`config.mk`:
```
export PLATFORM = sky130hd
export DESIGN_NAME = seven_segment_mux
export DESIGN_NICKNAME = d
export VERILOG_FILES = /design/src/rtl/seven_segment_mux.sv
export SDC_FILE = /design/constraint.sdc
export NUM_CORES = 1
export LEC_CHECK = 0
export ABC_AREA = 0
export BUFFER_PORTS_ARGS = -buffer_cell sky130_fd_sc_hd__buf_2
export CAP_MARGIN = 30
export CORE_MARGIN = 5
export CORE_UTILIZATION = 25
export CTS_BUF_LIST = sky130_fd_sc_hd__clkbuf_8 sky130_fd_sc_hd__clkbuf_16
export DETAILED_ROUTE_END_ITERATION = 10
export GPL_TIMING_DRIVEN = 1
export SLEW_MARGIN = 10
export SYNTH_ARGS = -nofsm -noshare
export SYNTH_HDL_FRONTEND = slang
export SYNTH_SLANG_ARGS = --single-unit
```
`constraint.sdc`:
```
create_clock -name clk -period 3.92 [get_ports clk]
set_input_delay 0.588 -clock clk [delete_from_list [all_inputs] [get_ports clk]]
set_output_delay 0.588 -clock clk [all_outputs]
set_load 0.05 [all_outputs]
```
`src/rtl/seven_segment_mux.sv`:
```
// rtl/seven_segment_mux.sv - two-digit time-multiplexed 7-segment driver with frame-aligned updates
//
// Purpose:
//   Captures the BCD digit pair presented with a one-cycle load strobe and shows
//   it on a two-digit common-cathode display over one shared segment bus. A new
//   value is copied to the display only at a frame start, so a frame never mixes
//   old and new digits. Segments stay dark after every digit switch to avoid ghosting.
//
// Parameters:
//   REFRESH_DIV   clocks each digit stays selected (>= 2)
//   BLANK_CYCLES  dark clocks after each digit switch (0 <= BLANK_CYCLES < REFRESH_DIV)
//
// Ports:
//   clk          in   system clock
//   reset_n      in   asynchronous active-low reset
//   load         in   one-cycle strobe qualifying ten_count/unit_count
//   ten_count    in   [3:0] tens digit, BCD
//   unit_count   in   [3:0] units digit, BCD
//   segments     out  [6:0] {g,f,e,d,c,b,a}, active-high, registered
//   digit        out  1 = tens digit selected, 0 = units digit selected, registered
//   dbg_pending  out  a captured value is waiting for the next frame start
//
// Build option:
//   LEADING_ZERO_BLANK_EN  when defined, a zero tens digit is shown dark

module seven_segment_mux #(
   parameter int REFRESH_DIV  = 256,
   parameter int BLANK_CYCLES = 4
) (
   input  logic       clk,
   input  logic       reset_n,
   input  logic       load,
   input  logic [3:0] ten_count,
   input  logic [3:0] unit_count,
   output logic [6:0] segments,
   output logic       digit,
   output logic       dbg_pending
);

   localparam int            CW         = $clog2(REFRESH_DIV);
   localparam logic [CW-1:0] LAST_CNT   = CW'(REFRESH_DIV - 1);
   localparam logic [CW-1:0] BLANK_INIT = CW'(BLANK_CYCLES);
   localparam logic [CW-1:0] ONE        = CW'(1);

   typedef enum logic {ST_SHOW, ST_BLANK} state_t;

   state_t        r_state,        w_state;
   logic [CW-1:0] r_refresh_cnt,  w_refresh_cnt;
   logic [CW-1:0] r_blank_cnt,    w_blank_cnt;
   logic          r_digit,        w_digit;
   logic [6:0]    r_segments,     w_segments;
   logic          r_pending,      w_pending;
   logic [3:0]    r_shadow_tens,  w_shadow_tens;
   logic [3:0]    r_shadow_units, w_shadow_units;
   logic [3:0]    r_disp_tens,    w_disp_tens;
   logic [3:0]    r_disp_units,   w_disp_units;

   logic          w_wrap;
   logic [3:0]    w_show_val;
   logic [6:0]    w_decoded;

   function automatic logic [6:0] f_decode(input logic [3:0] i_val);
      case (i_val)
         4'd0:    f_decode = 7'h3F;
         4'd1:    f_decode = 7'h06;
         4'd2:    f_decode = 7'h5B;
         4'd3:    f_decode = 7'h4F;
         4'd4:    f_decode = 7'h66;
         4'd5:    f_decode = 7'h6D;
         4'd6:    f_decode = 7'h7D;
         4'd7:    f_decode = 7'h07;
         4'd8:    f_decode = 7'h7F;
         4'd9:    f_decode = 7'h6F;
         default: f_decode = 7'h79;   // non-BCD shows 'E'
      endcase
   endfunction

   always_comb begin
      w_show_val = r_digit ? r_disp_tens : r_disp_units;
      w_decoded  = f_decode(w_show_val);
`ifdef LEADING_ZERO_BLANK_EN
      if (r_digit && (r_disp_tens == 4'd0)) begin
         w_decoded = 7'b0;
      end
`endif
   end

   always_comb begin
      w_state        = r_state;
      w_blank_cnt    = r_blank_cnt;
      w_digit        = r_digit;
      w_segments     = r_segments;
      w_pending      = r_pending;
      w_shadow_tens  = r_shadow_tens;
      w_shadow_units = r_shadow_units;
      w_disp_tens    = r_disp_tens;
      w_disp_units   = r_disp_units;

      w_wrap        = (r_refresh_cnt == LAST_CNT);
      w_refresh_cnt = w_wrap ? '0 : r_refresh_cnt + ONE;

      if (w_wrap) begin
         // The segment register lags digit by a clock, so the first output after a
         // switch is always dark; that clock counts toward the blanking gap.
         w_digit    = ~r_digit;
         w_segments = 7'b0;
         if (BLANK_CYCLES > 0) begin
            w_state     = ST_BLANK;
            w_blank_cnt = BLANK_INIT;
         end else begin
            w_state = ST_SHOW;
         end
         // Frame start: tens half ending, units half about to begin.
         if (r_digit && r_pending) begin
            w_disp_tens  = r_shadow_tens;
            w_disp_units = r_shadow_units;
            w_pending    = 1'b0;
         end
      end else begin
         case (r_state)
            ST_BLANK: begin
               w_blank_cnt = r_blank_cnt - ONE;
               if (r_blank_cnt == ONE) begin
                  // Leaving BLANK: register the new digit now so the dark gap is
                  // exactly BLANK_CYCLES clocks including the forced one at the switch.
                  w_state    = ST_SHOW;
                  w_segments = w_decoded;
               end else begin
                  w_segments = 7'b0;
               end
            end
            default: begin
               w_segments = w_decoded;
            end
         endcase
      end

      // Capture after the frame-start transfer so a coincident load stays pending.
      if (load) begin
         w_shadow_tens  = ten_count;
         w_shadow_units = unit_count;
         w_pending      = 1'b1;
      end
   end

   always_ff @(posedge clk or negedge reset_n) begin
      if (!reset_n) begin
         r_state        <= ST_SHOW;
         r_refresh_cnt  <= '0;
         r_blank_cnt    <= '0;
         r_digit        <= 1'b0;
         r_segments     <= 7'b0;
         r_pending      <= 1'b0;
         r_shadow_tens  <= 4'd0;
         r_shadow_units <= 4'd0;
         r_disp_tens    <= 4'd0;
         r_disp_units   <= 4'd0;
      end else begin
         r_state        <= w_state;
         r_refresh_cnt  <= w_refresh_cnt;
         r_blank_cnt    <= w_blank_cnt;
         r_digit        <= w_digit;
         r_segments     <= w_segments;
         r_pending      <= w_pending;
         r_shadow_tens  <= w_shadow_tens;
         r_shadow_units <= w_shadow_units;
         r_disp_tens    <= w_disp_tens;
         r_disp_units   <= w_disp_units;
      end
   end

   assign segments    = r_segments;
   assign digit       = r_digit;
   assign dbg_pending = r_pending;

endmodule

```
* Word level (Yosys, flattened, before mapping)
Memory sizes are Yosys's and may differ from the RTL's. Index checks and enable logic that the tools add are counted.
Cells by class: reductions and logical operators 6, add/sub/neg operators 2, bitwise gates (word level) 1, equal/unequal tests 2, multiplexer cells 13
Operators by type and width (count):
- $mux 8 | 3
- $mux 7 | 3
- $add 8x1->8 const B | 1
- $eq 8x1->1 const B | 1
- $eq 8x8->1 const B | 1
- $sub 8x1->8 const B | 1
- $mux 1 | 6
- $reduce_bool 2->1 | 3
- $mux 4 | 1
- $reduce_and 2->1 | 2
- $logic_and 1x1->1 | 1
- $not 1->1 | 1
Word-level totals: output and inout bits 9, register bits 42, ROM bits 112, memories kept 1, bits of input ports 11
Memories:
- (no name shown) | depth 16, bits a word 7, read ports 1, clocked after Yosys merged registers in 0, wr ports 0, line 63 | case (i_val)

* Longest topological paths before layout
Gate-level depths: netlist of run 1. An unclocked memory read counts as a cell.
depth after elaboration 5, mapped depth 7

* Worst setup path after synthesis of run 1
Ideal clock, no wire load.
path type flip-flop to flip-flop, start reg r_digit (netlist: digit), end reg r_segments[3] (netlist: segments[3]), library setup time 0.150 ns, path slack 1.958 ns, stages on the path, launching flop included 6, path buffers 1, arrival time 1.812 ns, required time 3.770 ns, cells stage by stage dfrtp_1 buf_2 mux2i_1 ha_1 o21ai_0 a21oi_1
On the way: longest elaborated chain between the ends 5
RTL lines:
- start, declared | line 50 | logic r_digit, w_digit;
- start signal, assigned | line 162 | r_digit <= w_digit;
- $mux 4 (*) | line 79 | w_show_val = r_digit ? r_disp_tens : r_disp_units;
- $mem_v2 16x7 (*)
- $mux 7 | line 123 | if (r_blank_cnt == ONE) begin
- $mux 7 (*) | line 120 | case (r_state)
- $mux 7 (*) | line 102 | if (w_wrap) begin
- net w_segments[3] | line 51 | logic [6:0] r_segments, w_segments;
- end signal, assigned | line 163 | r_segments <= w_segments;
- end, declared | line 51
Mark *: on every way through the listed nets, which the timed path passes. The rest lies on a longest branch. A chain may end at the register's enable or synchronous reset.

* Worst setup path in the final report of run 1
start reg r_refresh_cnt[0], end reg r_disp_tens[3]
On the way: longest elaborated chain between the ends 2
RTL lines:
- start, declared | line 48 | logic [CW-1:0] r_refresh_cnt, w_refresh_cnt;
- start signal, assigned | line 160 | r_refresh_cnt <= w_refresh_cnt;
- $eq 8x8->1 | line 99 | w_wrap = (r_refresh_cnt == LAST_CNT);
- $reduce_and 2->1 (no source line)
- end signal, assigned | line 167 | r_disp_tens <= w_disp_tens;
- end, declared | line 55 | logic [3:0] r_disp_tens, w_disp_tens;
No other way between the ends.

==> flow_summary.toml, run 1 <==
[synthesis]
synth_area_leaders = "dfrtp_1 55%, mux2_4 6.3%, mux2_2 5.3%"
yosysTopAreaCellShare = 0.548
syn_area_sq_um = 1920
synth_top_area_cell = "dfrtp_1"
ys_seq_area_frac = 0.548
netlist_instances = 156
synth_area_per_cell_sq_um = 12.3
syn_nets = 175
synth_cell_type_count = 33
ys_ff_latch = 42
ys_warn_count = 0

[clock_tree]
cts.sinks = 42
cts_htree_levels = 2
cts_setup_buffers = 0
clk_pin_slew_ps = 90
cts.path.max_buffers = 2
numCtsBuffers = 5
cts_resized = 0
cts-root-buf = "clkbuf_8"
clock_latency_ps = 300
cts_hold_buf = 0
tritoncts = "yes"

[floorplanning]
core_area_sq_um = 7610
initial_core_util = 0.252
rows = 32
die-area_sq_um = 9520
die_w_um = 97.6
io-pin-count = 20
die_y_um = 97.6

[layout]
syn2layout_area_growth_pct = 16.0
diodes = 0
final_cell_mix = "42 x dfrtp_1, 19 x buf_2, 14 x nor2_1"
nNetsFinal = 195
postLayoutCoreUtil = 0.292
drive_gt1_frac = 0.271
mostFrequentLayoutCell = "dfrtp_1"
nFillCells = 820

[setup_path]
rr_worst_depth = 5
crit_required_ps = 4120
crit_path_cell_trace = "ha_1, and4_4, and4_1, and3_4, mux2_4"
crit_buf_inv = 0
crit_start = "r_refresh_cnt[0]$_DFF_PN0_"
worstSetupPathDepth = 5
slowest_delay_ps = 580
critPathArrivalTime_ps = 2420
cp_max_fo = 16
crit_path_end_kind = "register"
crit_type = "reg2reg"
r2r_start = "r_refresh_cnt[0]$_DFF_PN0_"
r2r_setup_slack_ps = 1690
slowest_stage = "and4_1"
critical_path.top_delay_family = "simple AND/OR/NAND/NOR gates"
critPathLaunchType = "register"
r2r_end = "r_disp_tens[3]$_DFFE_PN0P_"
endpoint = "r_disp_tens[3]$_DFFE_PN0P_"

[global_routing]
grt_pass1_wl_um = 5610
grt_overflow = 0
antenna_found_initial = 0
grt_pass1_vias = 1141
grt_usage = 0.0732
grt_max_degree = 43

[placement]
port_buffers = 19
pre_cts_ws_ps = 1700
gp_congestion = 0.734
dp_hpwl_um = 2210

[run]
maxCapViolations = 0

[power]
vdd_ir_drop_max_uv = 116
p_leak_nw = 0.982
power_density_nw_per_um2 = 368

[hold_path]
hold_class = "in2async"

[routing]
ant_nets = 0
wl_per_cell_um = 11.4
viasPerCell = 4.08
drc = 0
drt_iter0_markers = 80
vias = 1138
finalWirelength_um = 3190
drt_pass1_iterations = 4

[timing]
rsz0062_at_grt = "false"
tightest_slew_ps = 769
slew_headroom = 0.473
setup_violations = 0
fin_crit_ps = 2230
finalHoldViolCount = 0
tns_ps = 0
fmax_mhz = 449
fin_ws_ps = 1690
slew_violations = 0
timing.final.crit_share = 0.568
skew_ps = 7.23

[run_status]
outcome = "completed"
-- kinds of logic after synthesis --
logic type | count (synthesis) | share of synthesized area
multiplexers | 21 | 0.136
AO/OA/AOI/OAI | 18 | 0.0567
adder cells (fa/ha/maj) | 8 | 0.0522
AND/OR/NAND/NOR | 44 | 0.118
flip-flops | 42 | 0.548
XOR/XNOR | 12 | 0.0548
buffers and inverters | 11 | 0.0339
-- cells in the mapped netlist --
| cell | n |
|---|---|
| nand3b_1 | 3 |
| inv_1 | 4 |
| nand2_1 | 11 |
| mux2_2 | 9 |
| and3_1 | 1 |
| nand3_1 | 5 |
| and4_1 | 1 |
| buf_12 | 1 |
| nor4b_1 | 1 |
| buf_2 | 3 |
| and4_4 | 1 |
| nand2b_1 | 1 |
| nor3_1 | 1 |
| buf_4 | 1 |
| a21oi_1 | 7 |
| nor2b_1 | 1 |
| mux2_4 | 8 |
| a21o_1 | 2 |
| clkbuf_1 | 2 |
| or3b_2 | 1 |
| nor2_1 | 14 |
| mux2i_1 | 4 |
| dfrtp_1 | 42 |
| xnor2_1 | 6 |
| a311oi_1 | 1 |
| and3_4 | 1 |
| ha_1 | 8 |
| nor4_1 | 2 |
| o211ai_1 | 1 |
| xor2_1 | 6 |
| a211oi_1 | 2 |
| o21ai_0 | 4 |
| o31ai_1 | 1 |
-- stage by stage --
step	total power, mW	cell area, sq um	instances	hold WS (ps)
2_1_floorplan	0.463	1920	156	292
3_3_place_gp	0.478	2090	270	464
3_5_place_dp	0.479	2090	270	465
4_1_cts	0.831	2200	278	453
5_1_grt	0.856	2220	279	207
6_report	0.819	2220	279	196
-- how the worst min path moves through the flow --
| stage | endpoint | slack, ps | cells after the start |
|---|---|---|---|
| after floorplan | dbg_pending$_DFFE_PN0P_ | 290 | 0 |
| after global placement | r_refresh_cnt[0]$_DFF_PN0_ | 460 | 1 |
| after detailed placement | r_refresh_cnt[7]$_DFF_PN0_ | 460 | 1 |
| after CTS | r_shadow_units[0]$_DFFE_PN0P_ | 450 | 1 |
| after global routing | r_shadow_units[0]$_DFFE_PN0P_ | 210 | 1 |
| final | r_shadow_units[0]$_DFFE_PN0P_ | 200 | 1 |
-- flip-flops by register name (all words and copies together) (netlist names) --
| register | count |
|---|---|
| r_state | 1 |
| r_disp_units | 4 |
| dbg_pending | 1 |
| segments | 7 |
| r_shadow_tens | 4 |
| r_refresh_cnt | 8 |
| digit | 1 |
| r_blank_cnt | 8 |
| r_shadow_units | 4 |
| r_disp_tens | 4 |
-- worst reg2reg max path, stage by stage, from the launching register on --
cell     delay [ps]
dfrtp_1         380
ha_1            220
and4_4          240
and4_1          580
and3_4          390
mux2_4          320
-- final cells by class --
type                    count  area (sq um)  share of cell area
flip-flops and latches     42          1050               0.472
multi-input cells         103           802               0.361
well taps                 102           128              0.0574
repair buffers             20           115              0.0517
clock buffers               5          68.8              0.0309
clock inverters             3          45.0              0.0202
inverters                   4          15.0             0.00675
-- where the power goes --
part | leakage [nW] | internal (mW) | total [mW] | switching, mW
clock network | 0.0504 | 0.189 | 0.347 | 0.158
logic | 0.414 | 0.0130 | 0.0260 | 0.0130
registers | 0.518 | 0.441 | 0.446 | 0.00470
total | 0.982 | 0.644 | 0.819 | 0.176
-- per-layer routing --
metal,GRT usage,wire length (um),vias to the layer above
li1,-,-,573
met1,0.100,1660,541
met2,0.101,1330,19
met3,0.0309,138,5
met4,0.0288,55,0
met5,0,0,-
Note: power is estimated with default switching activity, not from simulation.
==> run 2, diff against run 1 <==
--- a/config.mk
+++ b/config.mk
@@ -5,7 +5,7 @@
 export SDC_FILE = /design/constraint.sdc
 export NUM_CORES = 1
 export LEC_CHECK = 0
-export ABC_AREA = 0
+export ABC_AREA = 1
 export BUFFER_PORTS_ARGS = -buffer_cell sky130_fd_sc_hd__buf_2
 export CAP_MARGIN = 30
 export CORE_MARGIN = 5
==> constraint.sdc (replaced) <==
create_clock -name clk -period 2 [get_ports clk]
set_input_delay 0.3 -clock clk [delete_from_list [all_inputs] [get_ports clk]]
set_output_delay 0.3 -clock clk [all_outputs]
set_load 0.05 [all_outputs]
==> run 2 against run 1 <==
Sequential power grew 95%. Via count grew 34%. Clock skew grew 1.1 ps.
==> flow_summary.toml, run 2 <==
[run_status]
outcome = "completed"

[setup_path]
r2r_end = "segments[5]$_DFF_PN0_"
critPathArrivalTime_ps = 1870
crit_type = "reg2reg"
rr_worst_depth = 8
crit_path_cell_trace = "inv_1, nand2_1, nand2_1, inv_1, ha_1, o21ai_0, nor2_1, nor2_1"
cp_max_fo = 11
crit_required_ps = 2220
slowest_delay_ps = 500
crit_path_end_kind = "register"
critPathLaunchType = "register"
slowest_stage = "dfrtp_1"
r2r_setup_slack_ps = 350
r2r_start = "digit$_DFFE_PN0N_"

[layout]
syn2layout_area_growth_pct = 15.8
mostFrequentLayoutCell = "nand2_1"
multi_input_area_sq_um = 843
final_cell_mix = "85 x nand2_1, 42 x dfrtp_1, 38 x nor2_1"
seq_area_sq_um = 1050
nNetsFinal = 297
nFillCells = 918
diodes = 0
drive_gt1_frac = 0.129
postLayoutCoreUtil = 0.292

[timing]
slew_headroom = 0.657
setup_violations = 0
tightest_slew_ps = 512
skew_ps = 8.32
timing.final.crit_share = 0.826
finalHoldViolCount = 0
hold_ws_ps = 53.7
tns_ps = 0
fin_crit_ps = 1650
fmax_mhz = 605
slew_violations = 0
rsz0062_at_grt = "false"

[synthesis]
synth_most_common_cell = "nand2_1"
netlist_instances = 252
synth_top_area_cell = "dfrtp_1"
async_flop_share = 1.00
synth_area_leaders = "dfrtp_1 51%, nand2_1 16%, nor2_1 7.0%"
syn_nets = 271
syn_area_sq_um = 2040
ys_ff_latch = 42
yosys_most_used_dff = "dfrtp_1"
ys_seq_area_frac = 0.515
yosysTopAreaCellShare = 0.515
synthTopCellsByCount = "85 x nand2_1, 42 x dfrtp_1, 38 x nor2_1, 32 x inv_1, 11 x nand4_1"
synth_cell_type_count = 21
synth_area_per_cell_sq_um = 8.10
ys_warn_count = 0
synth_enable_flop_cells = 0

[clock_tree]
cts_resized = 0
cts-root-buf = "clkbuf_8"
cts_setup_buffers = 0
cts_htree_levels = 2
numCtsBuffers = 5
cts.path.max_buffers = 2
cts.sinks = 42
tritoncts = "yes"
cts_hold_buf = 0
clock_latency_ps = 290
clk_pin_slew_ps = 80

[placement]
dp_hpwl_um = 2710
port_buffers = 19
gp_congestion = 0.748

[floorplanning]
die_y_um = 100
die-area_sq_um = 10100
core_area_sq_um = 8090
io-pin-count = 20
die_w_um = 100
initial_core_util = 0.252
rows = 33

[global_routing]
grt_overflow = 0
grt_usage = 0.0815
antenna_found_initial = 0
grt_max_degree = 43
grt_pass1_wl_um = 6630
grt_pass1_vias = 1487

[routing]
vias = 1526
drt_iter0_markers = 42
wl_per_cell_um = 9.61
finalWirelength_um = 3690
drt_pass1_iterations = 4
ant_nets = 0
drc = 0
viasPerCell = 3.97

[run]
maxCapViolations = 0

[power]
power_frac_clock = 0.372
power_density_nw_per_um2 = 617
p_seq_frac = 0.597
internal_power_mw = 1.12
p_leak_nw = 1.27
total_power_mw = 1.46
vdd_ir_drop_max_uv = 268
switching_power_uw = 336
p_comb_frac = 0.031
switching_share = 0.230

[hold_path]
hold_class = "in2async"
==> run 2: changes by cell type after synthesis, moves of 3 or more <==
cell,previous run,this run
nand2_1,11,85
inv_1,4,32
nor2_1,14,38
nand4_1,0,11
mux2_2,9,0
mux2_4,8,0
a21oi_1,7,0
nand3_1,5,10
mux2i_1,4,0
xnor2_1,6,2
o21ai_0,4,7
==> run 2: layout make-up <==
cell class | count | area share
Clock buffer | 5 | 0.0291
Clock inverter | 3 | 0.00899
Inverter | 35 | 0.0556
Multi-Input combinational cell | 172 | 0.357
Sequential cell | 42 | 0.444
Tap cell | 105 | 0.0556
Timing Repair Buffer | 22 | 0.0497
==> run 2: layer usage <==
metal	wire length [um]	vias up	part of all wire	track usage
li1	-	819	-	-
met1	1840	678	0.50	0.106
met2	1640	27	0.44	0.124
met3	152	2	0.041	0.0264
met4	54	0	0.015	0.0342
met5	0	-	0	0
==> run 2: kinds of logic after synthesis <==
family                     Yosys count  share of synthesized area
and+or+nand+nor                    151                      0.321
AOI/OAI and AO/OA                    7                     0.0172
buffers and inverters               38                     0.0723
adders and majority gates            8                     0.0490
DFF                                 42                      0.515
xor gates and xnor gates             6                     0.0257
==> run 2: power groups by stage <==
stage | logic (mW) | clock network, mW | registers (mW)
6_report | 0.0448 | 0.543 | 0.871
5_1_grt | 0.0548 | 0.607 | 0.872
4_1_cts | 0.0473 | 0.567 | 0.870
3_5_place_dp | 0.0474 | 0 | 0.887
3_3_place_gp | 0.0464 | 0 | 0.888
2_1_floorplan | 0.0165 | 0 | 0.885
==> run 2: how the worst max path moves through the flow <==
stage	endpoint	from	slack (ps)	depth (start not counted)
CTS	segments[5]$_DFF_PN0_	digit$_DFFE_PN0N_	320	8
detailed placement	segments[5]$_DFF_PN0_	digit$_DFFE_PN0N_	340	8
floorplan	segments[5]$_DFF_PN0_	digit$_DFFE_PN0N_	100	7
global route	segments[6]$_DFF_PN0_	digit$_DFFE_PN0N_	80	8
global placement	segments[6]$_DFF_PN0_	digit$_DFFE_PN0N_	340	8
finish	segments[5]$_DFF_PN0_	digit$_DFFE_PN0N_	350	8
==> run 2: worst max-delay path, delay by kind of cell, from the launching register on <==
family                   cells  cell delay, ps
flip-flops                   1             500
adder cells (fa/ha/maj)      1             200
buffers and inverters        2             280
AO/OA/AOI/OAI                1             230
AND/OR/NAND/NOR              4             380
==> run 2: stage by stage <==
step / cell area (sq um) / worst slack [ps] / instances
floorplan: 2040 / 98.4 / 252
global placement: 2270 / 342 / 376
detailed placement: 2270 / 336 / 376
CTS: 2360 / 319 / 384
global route: 2360 / 84.9 / 384
finish: 2360 / 348 / 384
==> run 3, diff against run 2 <==
==> constraint.sdc (replaced) <==
create_clock -name clk -period 1.7 [get_ports clk]
set_input_delay 0.255 -clock clk [delete_from_list [all_inputs] [get_ports clk]]
set_output_delay 0.255 -clock clk [all_outputs]
set_load 0.05 [all_outputs]
==> run 3 against run 2 <==
Global-route usage barely moved. Register-to-register slack lost 150 ps. Final area is 1.1% higher. Sequential power up 17%. Critical endpoint is now segments[4]$_DFF_PN0_. Combinational power is 25% higher. Critical path type unchanged. Die area stayed put. Largest cell class unchanged. Clock power rose by 23%.
==> flow_summary.toml, run 3 (synthesis results as in run 2) <==
[run_status]
outcome = "completed"

[setup_path]
crit_path_end_kind = "register"
rr_worst_depth = 7
crit_start = "digit$_DFFE_PN0N_"
cp_max_fo = 11
r2r_end = "segments[4]$_DFF_PN0_"
crit_type = "reg2reg"
critPathArrivalTime_ps = 1690
critPathLaunchType = "register"
r2r_setup_slack_ps = 200
endpoint = "segments[4]$_DFF_PN0_"
crit_required_ps = 1890
r2r_start = "digit$_DFFE_PN0N_"

[routing]
drt_iter0_markers = 47
wl_met3_um = 138
drt-met1-wl_um = 1850
ant_nets = 0
dr.max_layer_used = "met4"
drc = 0
wl_met2_um = 1590
vias = 1532
viasPerCell = 3.97
wl_per_cell_um = 9.37
finalWirelength_um = 3620
drt_pass1_iterations = 4

[clock_tree]
tritoncts = "yes"
cts-root-buf = "clkbuf_8"
numCtsBuffers = 5
clk_pin_slew_ps = 90
cts.sinks = 42
clock_latency_ps = 300
cts.path.max_buffers = 2
cts_htree_levels = 2

[floorplanning]
die_y_um = 100
core_area_sq_um = 8090
die_w_um = 100
io-pin-count = 20
die-area_sq_um = 10100
rows = 33
initial_core_util = 0.252

[placement]
placed_area_sq_um = 2290
port_buffers = 19
gp_congestion = 0.812
dp_hpwl_um = 2790

[timing]
timing.final.crit_share = 0.883
fmax_mhz = 666
rsz0062_at_grt = "false"
fin_crit_ps = 1500
tns_ps = 0
tightest_slew_ps = 433
slew_headroom = 0.708
finalHoldViolCount = 0
skew_ps = 5.28
setup_violations = 0
slew_violations = 0

[layout]
syn2layout_area_growth_pct = 17.1
mostFrequentLayoutCell = "nand2_1"
diodes = 0
nNetsFinal = 299
drive_gt1_frac = 0.142
final_cell_mix = "85 x nand2_1, 41 x dfrtp_1, 38 x nor2_1"
final_cell_area_sq_um = 2390

[global_routing]
grt_overflow = 0
grt_usage = 0.0814
grt_max_degree = 18
grt_pass1_vias = 1536
grt_pass1_wl_um = 6670
antenna_found_initial = 0

[power]
p_leak_nw = 1.28
vdd_ir_drop_max_uv = 261
power_density_nw_per_um2 = 731

[run]
maxCapViolations = 0

[hold_path]
hold_class = "in2reg"
hold-path-cell-count = 3
run 3: final cells by class:
| type | instances | area [sq um] |
|---|---|---|
| clock buffer | 5 | 68.8 |
| clock inverter | 3 | 25.0 |
| fill | 912 | 5700 |
| inverter | 35 | 131 |
| multi-input combinational | 172 | 847 |
| sequential | 42 | 1050 |
| tap | 105 | 131 |
| timing repair buffer | 24 | 135 |
run 3: worst max-delay path: stages (launching register included):
cell	delay (ps)
dfrtp_2	490
o21ai_2	310
inv_1	110
ha_1	220
nand3_1	90
nand3_1	80
nand2_1	70
nor2_1	40
run 3: repair_timing:
action,CTS,global route
endpoints found under the hold margin,15,0
gates resized for setup,0,2
hold buffers,1,0
setup endpoints to repair,0,4
buffers inserted,0,0
run 3: worst min path at each step:
stage / from / end / slack, ps
floorplan: reset_n / dbg_pending$_DFFE_PN0P_ / -40
global placement: reset_n / r_refresh_cnt[5]$_DFF_PN0_ / 190
detailed placement: reset_n / r_refresh_cnt[0]$_DFF_PN0_ / 200
CTS: unit_count[1] / r_shadow_units[1]$_DFFE_PN0P_ / 140
global route: ten_count[2] / r_shadow_tens[2]$_DFFE_PN0P_ / 140
finish: ten_count[1] / r_shadow_tens[1]$_DFFE_PN0P_ / 150
run 3: report_power, final:
group	internal (mW)	switching (mW)	leakage [nW]
combinational	0.0204	0.0356	0.716
clock	0.297	0.372	0.0447
sequential	1.01	0.00799	0.520
run 3: metal layers:
layer  global-route usage  up-vias
met5                    0        -
met4               0.0321        0
met3               0.0285        2
met2                0.126       24
met1                0.104      683
li1                     -      823
run 3: through the flow:
step / hold slack, ps / total power [mW] / cells / worst slack, ps / util
floorplan: -40.6 / 1.06 / 252 / 65.1 / -
global placement: 193 / 1.10 / 377 / 220 / 0.283
detailed placement: 197 / 1.10 / 377 / 129 / 0.283
CTS: 139 / 1.78 / 386 / 109 / 0.295
global route: 141 / 1.84 / 386 / 46.4 / 0.295
finish: 152 / 1.75 / 386 / 198 / 0.295
